**src/rtl/imem_prefetch_queue.sv**
```systemverilog
// imem_prefetch_queue: instruction prefetch FIFO with credit-based request
// issue toward a one-cycle-latency instruction memory.
//
// Ports:
//   clk, reset (sync, active-low)   - clock and reset
//   start, redirect, redirect_addr  - fetch enable and PC redirect
//   im_req, im_abus, im_dbus        - memory request / address / return word
//   inst_valid, inst_data,
//   inst_addr, inst_ready           - head-entry handshake toward the CPU
//   count                           - occupied queue entries
//
// Optional feature: define IMEM_PFQ_BYPASS_EN to forward a return straight
// to the CPU when the queue is empty (latency 1 instead of 2).

module imem_prefetch_queue #(
    parameter int DEPTH = 4,
    parameter int AW    = 13,
    parameter int DW    = 16
) (
    input  logic                     clk,
    input  logic                     reset,
    input  logic                     start,
    input  logic                     redirect,
    input  logic [AW-1:0]            redirect_addr,
    output logic                     im_req,
    output logic [AW-1:0]            im_abus,
    input  logic [DW-1:0]            im_dbus,
    output logic                     inst_valid,
    output logic [DW-1:0]            inst_data,
    output logic [AW-1:0]            inst_addr,
    input  logic                     inst_ready,
    output logic [$clog2(DEPTH):0]   count
);

    localparam int PW = $clog2(DEPTH);
    localparam int CW = PW + 1;

    logic [AW-1:0] r_pc;
    logic          r_inflight;
    logic [AW-1:0] r_fl_addr;
    logic [PW-1:0] r_head;
    logic [PW-1:0] r_tail;
    logic [CW-1:0] r_count;
    logic [DW-1:0] r_mem_data [DEPTH];
    logic [AW-1:0] r_mem_addr [DEPTH];

    logic          w_nonempty;
    logic          w_byp;
    logic          w_pop;
    logic          w_qpop;
    logic          w_push;
    logic [CW:0]   w_used;
    logic          w_credit;

    assign w_nonempty = (r_count != '0);

`ifdef IMEM_PFQ_BYPASS_EN
    // Forward the return of the cycle when nothing older is queued.
    assign w_byp = reset & ~redirect & r_inflight & ~w_nonempty;
`else
    assign w_byp = 1'b0;
`endif

    assign inst_valid = w_nonempty | w_byp;

    always_comb begin
        inst_data = '0;
        inst_addr = '0;
        if (w_nonempty) begin
            inst_data = r_mem_data[r_head];
            inst_addr = r_mem_addr[r_head];
        end else if (w_byp) begin
            inst_data = im_dbus;
            inst_addr = r_fl_addr;
        end
    end

    assign w_pop  = inst_valid & inst_ready;
    assign w_qpop = w_pop & w_nonempty;
    // A bypassed word that the CPU takes is never stored.
    assign w_push = r_inflight & ~(w_byp & inst_ready);

    // Slots already owed: stored entries plus the outstanding return,
    // minus the entry leaving this cycle.
    assign w_used   = {1'b0, r_count} + (CW+1)'(r_inflight)
                    - (CW+1)'(w_pop);
    assign w_credit = (w_used < (CW+1)'(DEPTH));

    assign im_req  = reset & start & ~redirect & w_credit;
    assign im_abus = r_pc;
    assign count   = r_count;

    always_ff @(posedge clk) begin
        if (!reset) begin
            r_pc       <= '0;
            r_inflight <= 1'b0;
            r_fl_addr  <= '0;
            r_head     <= '0;
            r_tail     <= '0;
            r_count    <= '0;
        end else if (redirect) begin
            // The return arriving now belongs to the old stream: drop it.
            r_pc       <= redirect_addr;
            r_inflight <= 1'b0;
            r_head     <= '0;
            r_tail     <= '0;
            r_count    <= '0;
        end else begin
            if (w_push) begin
                r_mem_data[r_tail] <= im_dbus;
                r_mem_addr[r_tail] <= r_fl_addr;
                r_tail             <= r_tail + PW'(1);
            end
            if (w_qpop) begin
                r_head <= r_head + PW'(1);
            end
            r_count    <= r_count + CW'(w_push) - CW'(w_qpop);
            r_inflight <= im_req;
            r_fl_addr  <= r_pc;
            if (im_req) begin
                r_pc <= r_pc + AW'(1);
            end
        end
    end

endmodule
```
**config.mk**
```make
export PLATFORM = sky130hd
export DESIGN_NAME = imem_prefetch_queue
export DESIGN_NICKNAME = d
export VERILOG_FILES = /design/src/rtl/imem_prefetch_queue.sv
export SDC_FILE = /design/constraint.sdc
export NUM_CORES = 1
export LEC_CHECK = 0
export ABC_AREA = 1
export CAP_MARGIN = 20
export CORE_UTILIZATION = 60
export CTS_BUF_LIST = sky130_fd_sc_hd__clkbuf_16
export DETAILED_ROUTE_END_ITERATION = 8
export GPL_TIMING_DRIVEN = 0
export PLACE_DENSITY = 0.91
export SYNTH_ARGS = -nofsm -noshare
export SYNTH_HDL_FRONTEND = slang
export SYNTH_SLANG_ARGS = --single-unit
export TNS_END_PERCENT = 50
```
**constraint.sdc**
```tcl
create_clock -name clk -period 11 [get_ports clk]
set_input_delay 3.3 -clock clk [delete_from_list [all_inputs] [get_ports clk]]
set_output_delay 3.3 -clock clk [all_outputs]
set_load 0.03 [all_outputs]
```
==> impl_results.md, run 1 <==
- ANT nets after route: 0
- Max Fclk: roughly 110 MHz
- Root Driver: clkbuf_16
- Mapped Nets: a little under 700
- Hold path cells: 2
- Outcome: complete, no violations
- Antenna cells: 0
- Top routing layer used: met4
- Least-Margin Pin Slew: about 0.98 ns
- CP required: between 7 and 8 ns
- Core area: 10400 sq um
- Met2 routed WL: about 8000 microns
- Starting Density: 0.626
- Drt pass-1 iters: 9
- CTS tree: done
- Placed cell area: 7510 sq um
- Fin cells: 886
- Port Buffers: between 70 and 80
- Worst Hold End: r_tail[0]
- Final Cell Area: just over 8000 sq um
- Syn-to-layout area delta: 24.3%
- Worst r2r src: count[2]
- WS Path Type: input pin to output port
- Final setup vio count: 0
- Worst Skew: between 0.004 and 0.005 ns
- P_leak: between 3 and 4 nW
- Final Power: between 1 and 1.5 mW
- Final Hold Vio Count: 0
- Initial antenna violation count: 0
- Net Switching: roughly 340 uW
- M1 WL: between 6000 and 7000 microns
- Chip height: 106 microns
- Total die area: between 10000 and 15000 sq um
- Clock tree buffer depth: 2
- H-tree depth: 4
- Via Count: ~5100
- Critical Path AT: approximately 6.0 ns
- Total grt overflow: 0
- Vias in the first global route: ~5000
- Logic pwr share: 0.103
- RePlAce Congestion: 0.921
- Tmin final: ~9.3 ns
- Synth Instances: 639
- R2R Setup Slk: a little over 8 ns
- Ys Warns: 0
- GRT Resource Usage Total: 0.295
- HP Class: register to register
- Die W: 106 microns
- DRC violations left: 0
- Pins Over Slew Limit: 0
- Min-delay src: r_inflight
- Met3 WL post-DR: 1230 microns
- Clk Latency, worst-skew pair: between 0.4 and 0.5 ns
- Total Wirelength: about 16000 microns
- RSZ-0062 raised after global routing: false
- Nets: ~800
- Initial drt markers: 438
- DPL Wire Length: between 9000 and 10000 microns
- Slew margin rel.: 0.347
- Cells on worst reg2reg path: 15
- Seq pwr share: 0.469
- Crit. End Element: output port
- Synth Area per Inst: around 10 sq um
- Tcrit/Tclk final: 0.849
- Power per cell area: around 170 nW/um^2
- Share of layout cells above drive strength 1: 0.113
- Max-cap viol count: 0
- Setup Fix Bufs, Post-CTS: 0
- CTS resizes: 0
- Row count: 37
- Internal: 1.02 mW
- Synthesized area: 6520 sq um
- Placed Cells: roughly 850
- CTS Hold Bufs: 0
- Synthesized flop and latch total: roughly 150
- VDD IR max: between 0.1 and 0.15 mV
- Number of vias per cell: a little under 6
- Clock sinks: around 150
- First-pass GRT wire length: 24600 microns
- Drt wl/cell: 17.7 microns
- Register area share after synthesis: 0.645
- Setup_tns: 0 ns
- Distinct cells, synth: 37
- # IOs: between 80 and 90
- Worst r2r dst: im_abus[1]
- CP Max Fanout: 6
- Clock transition at path regs: around 0.060 ns
- CP startpoint kind: input pin
- Clock power share: 0.428
- Pin count of the biggest net entering global routing: 30
- Switching Fraction: 0.249
- Inserted Clock Buffers: 17
-- how the worst max path moves through the flow --
stage                from      to  slack, ns  cells past startpoint
6_report       inst_ready  im_req       1.66                     13
5_1_grt        inst_ready  im_req       1.54                     13
4_1_cts        inst_ready  im_req       1.67                     13
3_5_place_dp   inst_ready  im_req       1.67                     13
3_3_place_gp   inst_ready  im_req       1.71                     13
2_1_floorplan  inst_ready  im_req       2.84                     11
-- flip-flops by register name (all words and copies together) (netlist names), named ones only --
signal	cells
r_tail	2
count	3
r_mem_addr	52
im_abus	13
r_mem_data	64
r_fl_addr	13
r_head	2
r_inflight	1
-- cells in the final DEF, fill, tap and decap left out, types with 4 or more instances in the layout --
cell and n:
inv_1 44, edfxtp_1 116, nand3_2 6, o21ai_1 7, nor2_4 6, dfxtp_1 36, nand2_2 6, nor2_1 168
clkdlybuf4s50_1 79, ha_1 9, nand3_1 15, a21oi_1 48, nand2_1 63, clkbuf_16 17, inv_6 4, clkbuf_1 8
o21ai_0 58, buf_2 15, clkinv_4 4
-- cell usage after synthesis, drive strengths merged --
| cell type | count | area share |
|---|---|---|
| a21boi | 1 | 0.0012 |
| nand3 | 22 | 0.023 |
| nand4 | 3 | 0.0029 |
| nor3b | 2 | 0.0023 |
| a21oi | 51 | 0.041 |
| clkinv | 1 | 0.0013 |
| a31o | 1 | 0.0013 |
| fa | 1 | 0.0031 |
| nand2 | 70 | 0.044 |
| xnor2 | 1 | 0.0013 |
| nand3b | 1 | 0.0012 |
| ha | 9 | 0.017 |
| clkbuf | 10 | 0.0061 |
| nor3 | 1 | 0.0015 |
| dfxtp | 36 | 0.11 |
| buf | 23 | 0.023 |
| inv | 45 | 0.026 |
| o21ai | 65 | 0.050 |
| o211ai | 1 | 0.0012 |
| a31oi | 1 | 0.00096 |
| a211oi | 2 | 0.0023 |
| edfxtp | 116 | 0.53 |
| nor2 | 176 | 0.10 |
-- per-layer routing --
| metal | global-route usage | vias up |
|---|---|---|
| met5 | 0 | - |
| met4 | 0.138 | 0 |
| met3 | 0.0644 | 34 |
| met2 | 0.518 | 291 |
| met1 | 0.344 | 2456 |
| li1 | - | 2348 |
-- cell type report --
type | count | area [sq um]
plain buffers | 33 | 190
clock buffers | 17 | 425
clock inverters | 15 | 169
fillers | 635 | 2310
inverters | 46 | 178
multi-input cells | 408 | 1980
flip-flops and latches | 152 | 4200
well taps | 136 | 170
repair buffers | 79 | 791
-- worst max-delay path, stage by stage --
cell             delay, ns
clkdlybuf4s50_1       0.45
inv_1                 0.04
nor2_1                0.27
ha_1                  0.17
inv_1                 0.04
ha_1                  0.20
fa_1                  0.39
nand2_1               0.11
nand2_2               0.07
nor2_4                0.09
nand3_4               0.14
inv_1                 0.10
clkdlybuf4s50_1       0.67
-- power by group through the flow --
stage,logic (mW),clock network [mW],registers (mW)
after global placement,0.134,0,0.649
after global routing,0.151,0.606,0.639
after floorplan,0.0720,0,0.657
after detailed placement,0.137,0,0.650
after CTS,0.139,0.581,0.638
final,0.140,0.582,0.638
-- stage by stage --
step,utilization,worst slack [ns],hold slack [ns]
2_1_floorplan,-,2.84,0.433
3_3_place_gp,0.718,1.71,0.465
3_5_place_dp,0.721,1.67,0.480
4_1_cts,0.778,1.67,0.491
5_1_grt,0.778,1.54,0.531
6_report,0.778,1.66,0.494
-- kinds of logic after synthesis --
| kind of cell | Yosys count | synth area share |
|---|---|---|
| buffers and inverters | 79 | 0.0564 |
| adders and majority gates | 10 | 0.0203 |
| xor gates and xnor gates | 1 | 0.00134 |
| and+or+nand+nor | 275 | 0.179 |
| AOI/OAI and AO/OA | 122 | 0.0977 |
| DFF | 152 | 0.645 |
Power figures use the tool's default switching activity.
==> run 2: changes to the inputs <==
--- a/config.mk
+++ b/config.mk
@@ -7,11 +7,11 @@
 export LEC_CHECK = 0
 export ABC_AREA = 1
 export CAP_MARGIN = 20
-export CORE_UTILIZATION = 60
+export CORE_UTILIZATION = 55
 export CTS_BUF_LIST = sky130_fd_sc_hd__clkbuf_16
 export DETAILED_ROUTE_END_ITERATION = 8
 export GPL_TIMING_DRIVEN = 0
-export PLACE_DENSITY = 0.91
+export PLACE_DENSITY = 0.85
 export SYNTH_ARGS = -nofsm -noshare
 export SYNTH_HDL_FRONTEND = slang
 export SYNTH_SLANG_ARGS = --single-unit
==> constraint.sdc (replaced) <==
create_clock -name clk -period 9.7 [get_ports clk]
set_input_delay 2.91 -clock clk [delete_from_list [all_inputs] [get_ports clk]]
set_output_delay 2.91 -clock clk [all_outputs]
set_load 0.03 [all_outputs]
==> impl_results.md, run 2 (synthesis results as in run 1) <==
- CTS resizes: 0
- Crit. End Element: output port
- CP top delay family: buffers and inverters
- Core area: between 10000 and 15000 sq um
- HP Class: register to register
- Clock sinks: between 150 and 200
- Clock transition at path regs: 0.06 ns
- CTS tree: done
- Cells on worst reg2reg path: 15
- Fin cells: about 890
- P_leak: 2.98 nW
- RSZ-0062 raised after global routing: false
- Final Power: ~1.5 mW
- Share of layout cells above drive strength 1: 0.108
- Die W: roughly 110 microns
- Drt pass-1 iters: 5
- Port Buffers: 79
- Starting Density: 0.569
- CP startpoint kind: input pin
- VDD IR max: around 0.12 mV
- RePlAce Congestion: around 0.90
- Power per cell area: between 150 and 200 nW/um^2
- Least-Margin Pin Slew: roughly 0.95 ns
- Max incr delay on CP: 0.67 ns
- Final Hold Vio Count: 0
- Row count: 39
- Tmin final: around 8.5 ns
- CP max stage cell: clkdlybuf4s50_1
- CP required: about 6.8 ns
- GRT Resource Usage Total: 0.259
- Total die area: 12300 sq um
- Largest register FFs: 64
- WP buf/inv: 5
- Vias in the first global route: just over 5000
- CP Cell Sequence: clkdlybuf4s50_1 > inv_1 > nor2_1 > ha_1 > inv_1 > ha_1 > fa_1 > nand2_1 > nand2_2 > nor2_4 > nand3_4 > inv_1 > clkdlybuf4s50_1
- Total grt overflow: 0
- Slew margin rel.: 0.363
- Drt wl/cell: roughly 17 microns
- Tcrit/Tclk final: 0.881
- Top reg by flops: r_mem_data
- Initial drt markers: around 430
- Chip height: 111 microns
- Initial antenna violation count: 0
- Pins Over Slew Limit: 0
- Root Driver: clkbuf_16
- Clk Latency, worst-skew pair: around 0.43 ns
- Biggest regs: r_mem_data x64, r_mem_addr x52
- Number of vias per cell: 5.59
- Critical Path AT: around 5.6 ns
- Max-cap viol count: 0
- First-pass GRT wire length: ~24000 microns
- Antenna cells: 0
- WS Path Type: input pin to output port
- ANT nets after route: 0
- CP Max Fanout: 6
- Crit. path cell count: 13
- Pin count of the biggest net entering global routing: 30
- Worst r2r src: count[1]
- Max Fclk: 117 MHz
- Worst Setup EP: im_req
- Nets: approximately 800
- Total Wirelength: ~15000 microns
- Worst Skew: ~0.0066 ns
- Final setup vio count: 0
- Worst r2r dst: im_abus[1]
- DPL Wire Length: around 9500 microns
- Outcome: complete, no violations
- Placed Cells: 861
- Inserted Clock Buffers: 17
- # IOs: between 80 and 90
- CTS Hold Bufs: 0
- Setup Fix Bufs, Post-CTS: 0
- Most frequent CP cell: inv_1
- CP startpoint: inst_ready
- R2R Setup Slk: just under 7 ns
- DRC violations left: 0
- Commonest non-fill, non-tap cells in the layout: 168 x nor2_1, 116 x edfxtp_1, 79 x clkdlybuf4s50_1
- Clock tree buffer depth: 2
- Final Cell Area: ~8000 sq um
- Commonest non-fill, non-tap cell in the layout: nor2_1
- Setup_tns: 0 ns
- H-tree depth: 4
- Syn-to-layout area delta: 23.9%
- Placed cell area: roughly 7500 sq um
- Via Count: ~5000
==> run 2: cell count changes in the layout (fill, tap and decap cells not counted) <==
cell	change
clkinv_1	+3
clkinv_4	-3
inv_6	-2
inv_8	-2
clkinv_2	+1
clkinvlp_2	+1
clkinvlp_4	+1
inv_1	+1
==> run 2: per-stage QoR <==
stage / util / hold slack [ns] / setup WS (ns)
5_1_grt: 0.705 / 0.507 / 1.00
4_1_cts: 0.705 / 0.482 / 1.14
3_3_place_gp: 0.653 / 0.469 / 1.21
6_report: 0.705 / 0.483 / 1.16
2_1_floorplan: - / 0.433 / 2.32
3_5_place_dp: 0.656 / 0.486 / 1.15
==> run 2: layout make-up <==
type | instances | area, sq um
Buffer | 33 | 190
Clock buffer | 17 | 425
Clock inverter | 15 | 135
Fill cell | 799 | 3390
Inverter | 46 | 178
Multi-Input combinational cell | 408 | 1980
Sequential cell | 152 | 4200
Tap cell | 143 | 179
Timing Repair Buffer | 79 | 791
==> run 2: worst min-delay path by stage <==
stage,slack (ns),endpoint,depth (start not counted),start
after detailed placement,0.49,r_mem_addr[3][3],0,r_fl_addr[3]
after floorplan,0.43,register,2,r_head[1]
after CTS,0.48,register,2,r_head[1]
after global placement,0.47,r_tail[0],2,r_inflight
after global routing,0.51,r_head[1],2,r_head[1]
final,0.48,r_head[1],2,r_head[1]
==> run 2: metal layers <==
| layer | vias up | global-route usage | routed length (microns) |
|---|---|---|---|
| li1 | 2342 | - | - |
| met1 | 2388 | 0.308 | 6290 |
| met2 | 242 | 0.444 | 7780 |
| met3 | 22 | 0.0678 | 1110 |
| met4 | 0 | 0.108 | 232 |
| met5 | - | 0 | 0 |
==> run 2: worst register-to-register path, delay by kind of cell (launching register included) <==
family / cells / cell delay (ns)
simple gates: 8 / 1.16
buf+inv: 3 / 0.22
flops: 1 / 0.35
fa+ha+maj: 3 / 0.91
compound gates: 1 / 0.07
==> run 2: report_power, final <==
group          leakage [nW]  switching [mW]  total (mW)  internal [mW]
Clock                 0.269           0.256       0.629          0.373
Combinational          1.38          0.0963       0.158         0.0621
Sequential             1.33          0.0128       0.724          0.711
